===== src/rtl/time_set_counter_if.sv =====
// Signal bundle between the time-of-day counter and its surroundings:
// tick/button inputs toward the counter, BCD digits, blink mask and mode back out.
interface time_set_counter_if;
    logic       tick;
    logic       btn_mode;
    logic       btn_inc;
    logic [3:0] sec0;
    logic [3:0] sec1;
    logic [3:0] sec2;
    logic [3:0] sec3;
    logic [3:0] sec4;
    logic [3:0] sec5;
    logic [5:0] blank;
    logic [1:0] mode;
    logic       day_pulse;

    modport master (
        output tick, btn_mode, btn_inc,
        input  sec0, sec1, sec2, sec3, sec4, sec5, blank, mode, day_pulse
    );

    modport slave (
        input  tick, btn_mode, btn_inc,
        output sec0, sec1, sec2, sec3, sec4, sec5, blank, mode, day_pulse
    );
endinterface


===== src/rtl/time_set_counter.sv =====
// BCD 24-hour hh:mm:ss counter advanced by a 1 Hz tick, with debounced
// mode/increment buttons for stopping the clock and editing one field.
module time_set_counter #(
    parameter int DEB_CYCLES = 3
) (
    input logic               clk,
    input logic               rst_n,
    time_set_counter_if.slave bus
);
    localparam int CW = (DEB_CYCLES > 1) ? $clog2(DEB_CYCLES) : 1;
    localparam logic [CW-1:0] DEB_LAST = CW'(DEB_CYCLES - 1);

    typedef enum logic [1:0] {
        MODE_RUN     = 2'd0,
        MODE_SET_HR  = 2'd1,
        MODE_SET_MIN = 2'd2,
        MODE_SET_SEC = 2'd3
    } mode_t;

    function automatic logic [7:0] inc_bcd60(input logic [7:0] v);
        logic [7:0] r;
        if (v[3:0] == 4'd9) begin
            if (v[7:4] == 4'd5) r = 8'h00;
            else                r = {v[7:4] + 4'd1, 4'd0};
        end else begin
            r = {v[7:4], v[3:0] + 4'd1};
        end
        return r;
    endfunction

    function automatic logic [7:0] inc_bcd24(input logic [7:0] v);
        logic [7:0] r;
        if (v == 8'h23)            r = 8'h00;
        else if (v[3:0] == 4'd9)   r = {v[7:4] + 4'd1, 4'd0};
        else                       r = {v[7:4], v[3:0] + 4'd1};
        return r;
    endfunction

    function automatic mode_t next_mode(input mode_t m);
        mode_t r;
        case (m)
            MODE_RUN:     r = MODE_SET_HR;
            MODE_SET_HR:  r = MODE_SET_MIN;
            MODE_SET_MIN: r = MODE_SET_SEC;
            default:      r = MODE_RUN;
        endcase
        return r;
    endfunction

    function automatic logic [5:0] blank_mask(input mode_t m, input logic ph);
        logic [5:0] r;
        case (m)
            MODE_SET_HR:  r = {ph, ph, 4'b0000};
            MODE_SET_MIN: r = {2'b00, ph, ph, 2'b00};
            MODE_SET_SEC: r = {4'b0000, ph, ph};
            default:      r = 6'b000000;
        endcase
        return r;
    endfunction

    logic [1:0]    raw_s;
    logic [1:0]    sync1_r;
    logic [1:0]    sync2_r;
    logic [1:0]    level_r;
    logic [1:0]    level_q_r;
    logic [1:0]    press_r;
    logic [CW-1:0] deb_cnt_r [2];

    logic          mode_press_s;
    logic          inc_press_s;

    mode_t         mode_r;
    logic [7:0]    sec_r;
    logic [7:0]    min_r;
    logic [7:0]    hr_r;
    logic          phase_r;
    logic [5:0]    blank_r;
    logic          day_pulse_r;

    assign raw_s        = {bus.btn_inc, bus.btn_mode};
    assign mode_press_s = press_r[0];
    assign inc_press_s  = press_r[1];

    // Synchronize and debounce both buttons; press_r pulses one cycle after a debounced rise.
    always_ff @(posedge clk) begin
        if (!rst_n) begin
            sync1_r      <= 2'b00;
            sync2_r      <= 2'b00;
            level_r      <= 2'b00;
            level_q_r    <= 2'b00;
            press_r      <= 2'b00;
            deb_cnt_r[0] <= {CW{1'b0}};
            deb_cnt_r[1] <= {CW{1'b0}};
        end else begin
            sync1_r   <= raw_s;
            sync2_r   <= sync1_r;
            level_q_r <= level_r;
            press_r   <= level_r & ~level_q_r;
            for (int b = 0; b < 2; b++) begin
                if (sync2_r[b] != level_r[b]) begin
                    if (deb_cnt_r[b] == DEB_LAST) begin
                        level_r[b]   <= sync2_r[b];
                        deb_cnt_r[b] <= {CW{1'b0}};
                    end else begin
                        deb_cnt_r[b] <= deb_cnt_r[b] + 1'b1;
                    end
                end else begin
                    deb_cnt_r[b] <= {CW{1'b0}};
                end
            end
        end
    end

    // Mode FSM, time-of-day registers, blink phase and the registered blank mask.
    always_ff @(posedge clk) begin
        if (!rst_n) begin
            mode_r      <= MODE_RUN;
            sec_r       <= 8'h00;
            min_r       <= 8'h00;
            hr_r        <= 8'h00;
            phase_r     <= 1'b0;
            blank_r     <= 6'b000000;
            day_pulse_r <= 1'b0;
        end else begin
            day_pulse_r <= 1'b0;
            case (mode_r)
                MODE_RUN: begin
                    if (bus.tick) begin
                        sec_r <= inc_bcd60(sec_r);
                        if (sec_r == 8'h59) begin
                            min_r <= inc_bcd60(min_r);
                            if (min_r == 8'h59) begin
                                hr_r        <= inc_bcd24(hr_r);
                                day_pulse_r <= (hr_r == 8'h23);
                            end
                        end
                    end
                    // Inc presses are dropped here; only mode leaves RUN.
                    if (mode_press_s) begin
                        mode_r  <= MODE_SET_HR;
                        phase_r <= 1'b0;
                        blank_r <= blank_mask(MODE_SET_HR, 1'b0);
                    end else begin
                        blank_r <= 6'b000000;
                    end
                end
                MODE_SET_HR, MODE_SET_MIN, MODE_SET_SEC: begin
                    if (mode_press_s) begin
                        mode_r  <= next_mode(mode_r);
                        phase_r <= 1'b0;
                        blank_r <= blank_mask(next_mode(mode_r), 1'b0);
                    end else if (inc_press_s) begin
                        case (mode_r)
                            MODE_SET_HR:  hr_r  <= inc_bcd24(hr_r);
                            MODE_SET_MIN: min_r <= inc_bcd60(min_r);
                            default:      sec_r <= inc_bcd60(sec_r);
                        endcase
                        phase_r <= 1'b0;
                        blank_r <= 6'b000000;
                    end else if (bus.tick) begin
                        phase_r <= ~phase_r;
                        blank_r <= blank_mask(mode_r, ~phase_r);
                    end else begin
                        phase_r <= phase_r;
                    end
                end
                default: begin
                    mode_r  <= MODE_RUN;
                    blank_r <= 6'b000000;
                end
            endcase
        end
    end

    assign bus.sec0      = sec_r[3:0];
    assign bus.sec1      = sec_r[7:4];
    assign bus.sec2      = min_r[3:0];
    assign bus.sec3      = min_r[7:4];
    assign bus.sec4      = hr_r[3:0];
    assign bus.sec5      = hr_r[7:4];
    assign bus.blank     = blank_r;
    assign bus.mode      = mode_r;
    assign bus.day_pulse = day_pulse_r;
endmodule


===== src/flat_wrapper.sv =====
// flat-port wrapper written by rule: the top's interface ports become plain ports
module time_set_counter_flat 
#(
    parameter int DEB_CYCLES = 3
)
  (clk, rst_n, bus_tick, bus_btn_mode, bus_btn_inc, bus_sec0, bus_sec1, bus_sec2, bus_sec3, bus_sec4, bus_sec5, bus_blank, bus_mode, bus_day_pulse);
  time_set_counter_if bus_i ();
  input logic clk;
  input logic rst_n;
  input wire logic [$bits(bus_i.tick)-1:0] bus_tick;
  input wire logic [$bits(bus_i.btn_mode)-1:0] bus_btn_mode;
  input wire logic [$bits(bus_i.btn_inc)-1:0] bus_btn_inc;
  output wire logic [$bits(bus_i.sec0)-1:0] bus_sec0;
  output wire logic [$bits(bus_i.sec1)-1:0] bus_sec1;
  output wire logic [$bits(bus_i.sec2)-1:0] bus_sec2;
  output wire logic [$bits(bus_i.sec3)-1:0] bus_sec3;
  output wire logic [$bits(bus_i.sec4)-1:0] bus_sec4;
  output wire logic [$bits(bus_i.sec5)-1:0] bus_sec5;
  output wire logic [$bits(bus_i.blank)-1:0] bus_blank;
  output wire logic [$bits(bus_i.mode)-1:0] bus_mode;
  output wire logic [$bits(bus_i.day_pulse)-1:0] bus_day_pulse;
  assign bus_i.tick = bus_tick;
  assign bus_i.btn_mode = bus_btn_mode;
  assign bus_i.btn_inc = bus_btn_inc;
  assign bus_sec0 = bus_i.sec0;
  assign bus_sec1 = bus_i.sec1;
  assign bus_sec2 = bus_i.sec2;
  assign bus_sec3 = bus_i.sec3;
  assign bus_sec4 = bus_i.sec4;
  assign bus_sec5 = bus_i.sec5;
  assign bus_blank = bus_i.blank;
  assign bus_mode = bus_i.mode;
  assign bus_day_pulse = bus_i.day_pulse;
  time_set_counter #(.DEB_CYCLES(DEB_CYCLES)) u_core (.clk(clk), .rst_n(rst_n), .bus(bus_i));
endmodule

===== config.mk =====
export PLATFORM = sky130hd
export DESIGN_NAME = time_set_counter_flat
export DESIGN_NICKNAME = d
export VERILOG_FILES = /design/src/rtl/time_set_counter_if.sv /design/src/rtl/time_set_counter.sv /design/src/flat_wrapper.sv
export SDC_FILE = /design/constraint.sdc
export NUM_CORES = 1
export LEC_CHECK = 0
export CELL_PAD_IN_SITES_DETAIL_PLACEMENT = 0
export CELL_PAD_IN_SITES_GLOBAL_PLACEMENT = 2
export CORE_MARGIN = 1
export CORE_UTILIZATION = 30
export CTS_CLUSTER_SIZE = 40
export DETAILED_ROUTE_END_ITERATION = 7
export GPL_ROUTABILITY_DRIVEN = 0
export PLACE_DENSITY_LB_ADDON = 0.1
export SETUP_SLACK_MARGIN = 0.3
export SKIP_LAST_GASP = 1
export SLEW_MARGIN = 15
export SYNTH_ARGS = -nofsm -noshare
export SYNTH_HDL_FRONTEND = slang
export SYNTH_SLANG_ARGS = --single-unit

===== constraint.sdc =====
create_clock -name clk -period 2 [get_ports clk]
set_input_delay 0.4 -clock clk [delete_from_list [all_inputs] [get_ports clk]]
set_output_delay 0.4 -clock clk [all_outputs]
set_load 0.02 [all_outputs]

==> results.toml <==
[run_status]
outcome = "complete, no violations"

[global_routing]
grt.overflow.total = 0
track_usage_pct = 15.5
grt_max_degree = 24
antenna_found_initial = 0
grt_pass1_vias = 2130
grt_pass1_wl_mm = 10.5

[yosys]
ys_top_cells_by_count = "dfxtp_1, nor2_1, a21oi_1"
synth_area_leaders = "dfxtp_1, ha_1, edfxtp_1, mux2i_1, nor2_1"
yosys_warnings = 0
synth_area_um2 = 2460
synth_cells = 264
synth_ff_type = "dfxtp_1"
yosysMostFrequentCell = "dfxtp_1"
synth_top_area_share_pct = 33.4
synth_edf_count = 4
synth.yosys.seq_area_share_pct = 38.2
synthDistinctLibCells = 58
synth_area_leader_cell = "dfxtp_1"
syn_area_per_cell_um2 = 9.32
async_reset_ff_share_pct = 0
ys_ff_latch = 45

[setup_path]
worst-setup-path-type = "flop to flop"
reg2reg_to = "u_core.sec_r[7]"
r2r_setup_slack_ns = 0.18
endpoint_kind = "flop"
worstSetupStartpointType = "flop"
required_ns = 2.21
path_max_fanout = 6
arrival_ns = 2.02
rr_worst_depth = 7
r2r_start = "u_core.bus.mode[0]"

[run]
maxCapViolations = 0

[floorplanning]
core-area_um2 = 7850
row_count = 32
die_w_um = 92.6
fp.dieH_um = 92.6
io_pins = 38
dieArea_um2 = 8570
start_util_pct = 31.4

[timing]
rsz0062_at_grt = "yes"
fmax_mhz = 550
clock-skew-final_ns = 0.00758
hold_viol = 0
timing.final.crit_share_pct = 90.8
whs_ns = 0.388
tightestPinTransition_ns = 0.494
finalCriticalPeriod_ns = 1.82
slew_violations = 0
setup_violations = 0
slew_headroom_pct = 66.8

[cells_and_area]
syn2layout_area_growth_pct = 41.7
nFillCells = 824
final_area_um2 = 3490
fin_nets = 351
drive_above_1_share_pct = 25.9
diodes = 0

[pwr]
p_total_mw = 1.74
swShare_pct = 27.7
pwr-share-clk_pct = 36.6
peakVddDrop_v = 0.000235
p_int_mw = 1.26
p_sw_uw = 484
seqPwrFrac_pct = 54.3
powerDensity_nw_per_um2 = 500
pwr-share-comb_pct = 9.2
power_leakage_nw = 1.45

[clocking]
cts_tree = "done"
cts_root_buf = "clkbuf_8"
clockBufferDepth = 2
htreeDepth = 2
insertion_delay_ns = 0.31
ctsHoldBuffers = 0
clkSinkCount = 45
cts_made_buffers = 5
clk_pin_slew_ns = 0.10

[detailed_routing]
drt-total-wl_mm = 6.28
drt_iter0_markers = 71
ant_nets = 0
vias_per_cell = 4.91
dr.pass1.iters = 4
drc = 0
routedWlPerCell_um = 14.3
dr_total_vias = 2150

[placed_design]
portBuffers = 37
hpwl_mm = 4.19
placed_cell_area_um2 = 3090

[hold_path]
hp-class = "flop to flop"
hold_end = "u_core.press_r[1]"
min_path_cells = 1
hp-start = "u_core.level_q_r[1]"
==> what timing repair did <==
item                       CTS  global route
setup endpoints to repair   50            26
gates resized for setup     42            30
setup buffers                7             7
pin swaps                   13            17
cloned                       1             0
==> sequential cells by signal, summed over array words and instances, names as in the netlist, 2 cells and up <==
signal,cells
u_core.press_r,2
u_core.hr_r,8
u_core.sec_r,8
u_core.bus.mode,2
u_core.level_q_r,2
u_core.level_r,2
u_core.bus.blank,3
u_core.deb_cnt_r,4
u_core.min_r,8
u_core.sync2_r,2
u_core.sync1_r,2
==> worst max-delay path by stage <==
stage | start | end
after floorplan | u_core.bus.mode[1] | u_core.sec_r[5]
after global placement | bus_tick | u_core.hr_r[6]
after detailed placement | bus_tick | u_core.hr_r[7]
after CTS | u_core.bus.mode[0] | u_core.sec_r[6]
after global routing | u_core.bus.mode[0] | u_core.sec_r[6]
final | u_core.bus.mode[0] | u_core.sec_r[7]
==> metrics by stage <==
stage	cells	utilization, %	setup slack, ns	setup TNS [ns]
floorplan	267	-	0.194	0
global placement	415	39.3	-0.147	-0.909
detailed placement	415	39.3	-0.172	-1.11
CTS	431	41.8	0.185	0
global route	438	44.4	0.122	0
finish	438	44.4	0.183	0
==> kinds of logic (layout without fill, tap and decap cells) <==
family	Yosys count	after routing	share of synthesized area, %
AOI/OAI and AO/OA	52	53	16.0
xor gates and xnor gates	7	7	2.49
adders and majority gates	11	11	5.59
buffers and inverters	25	93	5.03
DFF	45	45	38.2
muxes	9	9	3.66
other	1	4	0.152
and+or+nand+nor	114	114	28.8
==> critical path, cell delays in order (launching register included) <==
cell,delay [ns]
dfxtp_4,0.38
inv_4,0.04
ha_4,0.17
or3b_4,0.39
buf_4,0.18
a2111oi_2,0.34
xnor2_1,0.17
nor2_1,0.05
==> routing by layer <==
metal  track usage (%)  routed length [um]  up-vias
li1                  -                   -     1110
met1              20.7                3210     1006
met2              25.4                2830       29
met3              2.96                 176        5
met4              4.69                  64        0
met5                 0                   0        -
==> power by group through the flow <==
stage               Sequential [mW]  Combinational [mW]  Clock (mW)
floorplan                     0.974              0.0785           0
global placement              0.969               0.155           0
detailed placement            0.968               0.155           0
CTS                           0.948               0.153       0.666
global route                  0.951               0.177       0.695
finish                        0.947               0.160       0.638
==> layout make-up <==
| cell class | instances | area [um^2] | share of cell area [%] |
|---|---|---|---|
| Clock inverter | 3 | 28.8 | 0.825 |
| Inverter | 14 | 57.6 | 1.65 |
| Timing Repair Buffer | 71 | 656 | 18.8 |
| Tap cell | 102 | 128 | 3.66 |
| Sequential cell | 45 | 953 | 27.3 |
| Clock buffer | 5 | 68.8 | 1.97 |
| Multi-Input combinational cell | 198 | 1600 | 45.7 |
==> cells in the final DEF (no fill, tap or decap), types with 3 or more instances in the layout <==
cell type,synthesis,final
inv_1,14,12
nor2b_1,9,9
clkdlybuf4s50_1,0,4
nor4_1,3,3
edfxtp_1,4,4
nand3b_1,5,5
buf_6,2,4
xnor2_1,7,7
nand3_1,11,10
or4_4,0,5
buf_4,4,27
o31ai_1,5,4
a21oi_2,0,5
dfxtp_1,41,35
conb_1,1,4
or3_1,3,3
nand2b_1,7,7
a21oi_1,16,10
buf_12,0,3
nor2_1,23,23
nand2_1,11,10
a31oi_1,3,3
and2_1,8,8
mux2i_1,9,9
ha_1,11,9
dfxtp_2,0,4
dlymetal6s2s_1,0,5
o21ai_0,6,5
clkbuf_8,0,5
nor3b_1,5,4
dlygate4sd2_1,0,28
No activity file was read; power rests on OpenSTA's default activity.
==> patch 1: new RTL, config.mk and constraints unchanged <==
`DEB_CYCLES` is set to 3 in 2 places; all go to 6.
--- a/src/rtl/time_set_counter.sv
+++ b/src/rtl/time_set_counter.sv
@@ -2,5 +2,5 @@
 // mode/increment buttons for stopping the clock and editing one field.
 module time_set_counter #(
-    parameter int DEB_CYCLES = 3
+    parameter int DEB_CYCLES = 6
 ) (
     input logic               clk,
--- a/src/flat_wrapper.sv
+++ b/src/flat_wrapper.sv
@@ -2,5 +2,5 @@
 module time_set_counter_flat 
 #(
-    parameter int DEB_CYCLES = 3
+    parameter int DEB_CYCLES = 6
 )
   (clk, rst_n, bus_tick, bus_btn_mode, bus_btn_inc, bus_sec0, bus_sec1, bus_sec2, bus_sec3, bus_sec4, bus_sec5, bus_blank, bus_mode, bus_day_pulse);
Behaviour: not the same (Yosys sat finds a counterexample within 10 cycles, from zero or initial values and one cycle with rst_n low).
==> patch 1 against the original RTL <==
- worst setup slack got worse by 0.026 ns
- routed wire length decreased by 18%
- area after synthesis decreased by 4.9%
- critical path type unchanged
- sequential power increased by 2.9%
- maximum frequency decreased by 1.4%
- cell count decreased by 4.1%
- cell area decreased by 5.1%
- synthesized cell count decreased by 6.1%
- sequential share of layout area increased by 3.5 points
- total power decreased by 6.5%
- global-route usage decreased by 2.3 points
- sequential cell count increased by 2
- critical path depth decreased by 2
- highest routed layer unchanged
==> patch 1: results (changes against the original RTL) <==
stage;metric;value;unit;change
run_status;status;finished clean;;
critical_path;slowest CP cell;or4_4;;
synthesis;Synth area leaders;dfxtp_1, edfxtp_1, ha_1, nand2_1, and2_1;;
synthesis;top cells by count, synth;dfxtp_1, nand2_1, nor2_1;;
critical_path;CP max stage delay;0.50;ns;+0.11 ns
global_routing;number of global-route vias before repair;1890;;-11%
global_routing;met2 Track Usage GR;22.0;%;-3.4 points
synthesis;mean post-synth cell area;9.44;um2;+1.3%
global_routing;first-pass GRT wire length;8840;um;-16%
finish;fraction of layout cells with a size suffix above 1;24.9;%;-0.97 points
sta;Slew headroom;65.3;%;-1.5 points
clock_network;# resized after CTS;41;;-2.4%
global_routing;GRT Util Overall;13.3;%;-2.3 points
placed_design;hpwl dp;3570;um;-15%
finish;largest registers;u_core.hr_r (8), u_core.min_r (8), u_core.sec_r (8);;
finish;Antenna diodes;0;;unchanged
clock_network;Clk Latency, worst-skew pair;0.30;ns;
critical_path;FF-to-FF path depth;5;;-2
critical_path;Top delay family on crit path;simple AND/OR/NAND/NOR gates;;
synthesis;Unique masters post-synth;56;;-3.4%
synthesis;Seq/Total Area, Yosys;42.8;%;+4.5 points
finish;# nets final;338;;-3.7%
power;maximum vdd drop;0.293;mV;+24%
placed_design;setup slack at placement;-0.313;ns;-0.141 ns
global_routing;met3 GRT Util;2.61;%;-0.35 points
detailed_routing;WL/cell;12.2;um;-15%
critical_path;critical path launch point;u_core.sec_r[1];;
clock_network;Post-CTS Setup Inserts;9;;+2
power;Leakage;1.49;nW;+2.7%
detailed_routing;vias per inst;4.61;;-6.0%
sta;Clock Skews;0.00323;ns;-0.00435 ns
global_routing;met1 usage;17.2;%;-3.5 points
detailed_routing;Iteration-0 DRC Markers;38;;-46%
synthesis;Post-synth EDFFs;6;;+2
global_routing;largest net degree at the start of global routing;29;;+21%
## patch 1: cell count changes after synthesis, moves of 4 or more
cell / delta
xor2_1: +4
mux2i_1: -5
nor2_1: -6
and2_1: +4
nand3b_1: -5
o31ai_1: -5
or4_1: -4
a21boi_1: +5
nand2_1: +12
nand2b_1: -5
a21oi_1: -9
## patch 1: kinds of logic after synthesis
| group | synth area share (%) |
|---|---|
| simple gates | 25.7 |
| compound gates | 14.9 |
| flops | 42.8 |
| buf+inv | 4.81 |
| fa+ha+maj | 6.95 |
| xor+xnor | 2.99 |
| mux | 1.71 |
| other cells | 0.160 |
## patch 1: final timing paths
path | endpoint | slack, ns
worst max-delay path | u_core.hr_r[7] | 0.16
worst min-delay path | u_core.press_r[1] | 0.38
worst max register to register | u_core.hr_r[7] | 0.16
worst min register to register | u_core.press_r[1] | 0.38
## patch 1: per-layer routing
metal / vias to the layer above / share of wire, % / wire (um)
li1: 997 / - / -
met1: 906 / 48 / 2470
met2: 29 / 48 / 2450
met3: 6 / 2.8 / 142
met4: 0 / 1.3 / 66
met5: - / 0 / 0
## patch 1: metrics by stage
stage               cell area, um2  setup TNS [ns]  cells
floorplan                     2400         -0.0200    253
global placement              2990           -2.88    399
detailed placement            2990           -3.06    399
CTS                           3190               0    416
global route                  3310               0    420
finish                        3310               0    420
## patch 1: report_power, final
group          switching (mW)  internal (mW)  leakage, nW  total [mW]
sequential             0.0109          0.963        0.397       0.974
clock                   0.323          0.241       0.0426       0.564
combinational          0.0482         0.0438         1.05      0.0920
## patch 1: area by class of cell
class,instances,area (um2)
Tap cell,99,124
Inverter,11,46.3
Timing Repair Buffer,72,626
Clock inverter,2,8.76
Clock buffer,6,72.6
Multi-Input combinational cell,183,1410
Sequential cell,47,1020
Fill cell,738,4100
==> patch 2: new RTL, same settings <==
Made on the original files. Make the reset (`rst_n`) asynchronous in 2 clocked blocks.
--- a/src/rtl/time_set_counter.sv
+++ b/src/rtl/time_set_counter.sv
@@ -83,5 +83,5 @@
 
     // Synchronize and debounce both buttons; press_r pulses one cycle after a debounced rise.
-    always_ff @(posedge clk) begin
+    always_ff @(posedge clk or negedge rst_n) begin
         if (!rst_n) begin
             sync1_r      <= 2'b00;
@@ -113,5 +113,5 @@
 
     // Mode FSM, time-of-day registers, blink phase and the registered blank mask.
-    always_ff @(posedge clk) begin
+    always_ff @(posedge clk or negedge rst_n) begin
         if (!rst_n) begin
             mode_r      <= MODE_RUN;
Check against the original RTL: differs if rst_n is asserted again (counterexample within 4 cycles, from zero or initial values and one cycle with rst_n low); with rst_n held inactive, the same outputs for 10 cycles.
==> patch 2 against the original RTL <==
- critical path depth is 2 lower
- highest routed layer unchanged
- worst setup slack lost 0.13 ns
- cell area decreased by 9.7%
- sequential cell count stayed put
- worst hold slack got worse by 0.026 ns
- largest cell class is now registers
- area after synthesis decreased by 12%
- routed wire length decreased by 20%
Power is not compared: it rests on default switching activity, and its combinational part moved more than twofold at a synthesized area within 25%.
==> patch 2: results (changes against the original RTL) <==
stage;metric;value;unit;change
synthesis;share of the synthesized area in the top cell type;51.9;%;+19 points
critical_path;FF-to-FF path depth;5;;-2
synthesis;Async S/R FF share, synth;100;%;+100 points
run_status;status;finished clean;;
finish;# fillers;679;;-18%
synthesis;Seq/Total Area, Yosys;51.9;%;+14 points
detailed_routing;WL/cell;13.7;um;-4.4%
power;maximum vdd drop;0.553;mV;
critical_path;FF-to-FF setup slack;0.05;ns;-0.13 ns
critical_path;crit path launch type;flop;;
synthesis;Synth area leaders;dfrtp_1, ha_1, nor2b_1, xnor2_1, nand2b_1;;
global_routing;GRT Util Overall;14.0;%;-1.6 points
hold_path;hold path depth;0;;-1
power;Leakage;1.46;nW;
detailed_routing;first drt pass iteration count;6;;+2
critical_path;FF-to-FF Start;u_core.sec_r[2];;
clock_network;Clk Latency, worst-skew pair;0.31;ns;about the same
global_routing;initial antenna violation count;0;;unchanged
synthesis;Mapped Nets;209;;
detailed_routing;vias per inst;4.76;;-3.0%
hold_path;worst hold start;u_core.sync1_r[0];;
finish;largest registers;u_core.hr_r (8), u_core.min_r (8), u_core.sec_r (8);;
critical_path;Reg-to-Reg End;u_core.hr_r[5];;
detailed_routing;Iteration-0 DRC Markers;95;;+34%
synthesis;Yosys warning count;0;;unchanged
sta;Clock Skews;0.00943;ns;+0.00185 ns
global_routing;largest net degree at the start of global routing;18;;-25%
global_routing;number of global-route vias before repair;1783;;-16%
clock_network;CTS max path bufs;2;;unchanged
hold_path;Hold Path End;u_core.sync2_r[0];;
critical_path;Max FO, Critical Path;6;;unchanged
synthesis;Main synth FF type;dfrtp_1;;
clock_network;clk slew on worst S/H paths;0.10;ns;about the same
finish;fraction of layout cells with a size suffix above 1;30.9;%;+5.0 points
critical_path;Worst Path Arrival;2.17;ns;+0.15 ns
placed_design;hpwl dp;3540;um;-16%
finish;Antenna diodes;0;;unchanged
placed_design;Port Buf Inserts;37;;unchanged
finish;# nets final;286;;-19%
clock_network;CTS Buf Count;5;;unchanged
sta;Worst-Margin Slew;0.480;ns;-0.0136 ns
synthesis;Unique masters post-synth;40;;-31%
global_routing;first-pass GRT wire length;8280;um;-21%
synthesis;top cells by count, synth;dfrtp_1, nor2b_1, ha_1;;
clock_network;Clock Root Buffer;clkbuf_8;;
hold_path;Min-Delay Path Class;flop to flop;;
sta;hold_ws;0.362;ns;-0.0264 ns
clock_network;H-tree depth;2;;unchanged
## patch 2: metrics by stage
stage,area (um2),power [mW],setup WS (ns),instances,TNS (ns)
floorplan,2220,2.74,0.0494,194,0
global placement,2810,3.56,0.0612,341,0
detailed placement,2810,3.62,0.0495,341,0
CTS,2950,4.24,0.120,354,0
global route,3150,4.81,-0.0102,368,-0.0102
finish,3150,4.48,0.0541,368,0
## patch 2: cells by family (layout without fill, tap and decap cells)
kind of cell,count (synthesis),count (layout),synth area share [%]
buffers and inverters,15,93,3.11
muxes,4,4,2.07
and+or+nand+nor,71,71,20.5
AOI/OAI and AO/OA,38,38,12.2
DFF,45,45,51.9
adders and majority gates,10,10,5.76
xor gates and xnor gates,11,11,4.44
## patch 2: worst max path at each step
stage               slack [ns]  depth (start not counted)             end
floorplan                 0.05                          5  u_core.hr_r[5]
global placement          0.06                          5  u_core.hr_r[5]
detailed placement        0.05                          5  u_core.hr_r[5]
CTS                       0.12                          5  u_core.hr_r[5]
global route             -0.01                          5  u_core.hr_r[5]
finish                    0.05                          5  u_core.hr_r[5]
## patch 2: worst max-delay path, cell delays in order (launching register included)
cell,delay (ns)
dfrtp_2,0.41
and4bb_2,0.34
nand3_4,0.10
o41a_1,0.49
or3_1,0.38
o2bb2ai_1,0.16
## patch 2: where the power goes
part           leakage (nW)  switching, mW  internal (mW)
logic                 0.851           1.20           1.09
registers             0.560          0.332           1.24
clock network        0.0495          0.361          0.260
## patch 2: final cells by class
type / instances / area [um2] / area share (%)
Clock inverter: 3 / 26.3 / 0.835
Sequential cell: 45 / 1140 / 36.1
Multi-Input combinational cell: 134 / 1130 / 36.0
Timing Repair Buffer: 76 / 628 / 20.0
Tap cell: 96 / 120 / 3.82
Clock buffer: 5 / 68.8 / 2.19
Inverter: 9 / 33.8 / 1.07
## patch 2: metal layers
metal | part of all wire [%] | wire [um] | track usage (%)
met4 | 0.61 | 31 | 3.18
met5 | 0 | 0 | 0
met2 | 53 | 2660 | 25.3
met1 | 44 | 2200 | 16.7
met3 | 3.2 | 160 | 3.13
## patch 2: what timing repair did
item,4_1_cts,5_1_grt
endpoints found under the setup margin,52,22
endpoints found under the hold margin,12,0
setup buffers,4,14
hold buffers,1,0
resized for setup,41,18
pin swaps,5,7
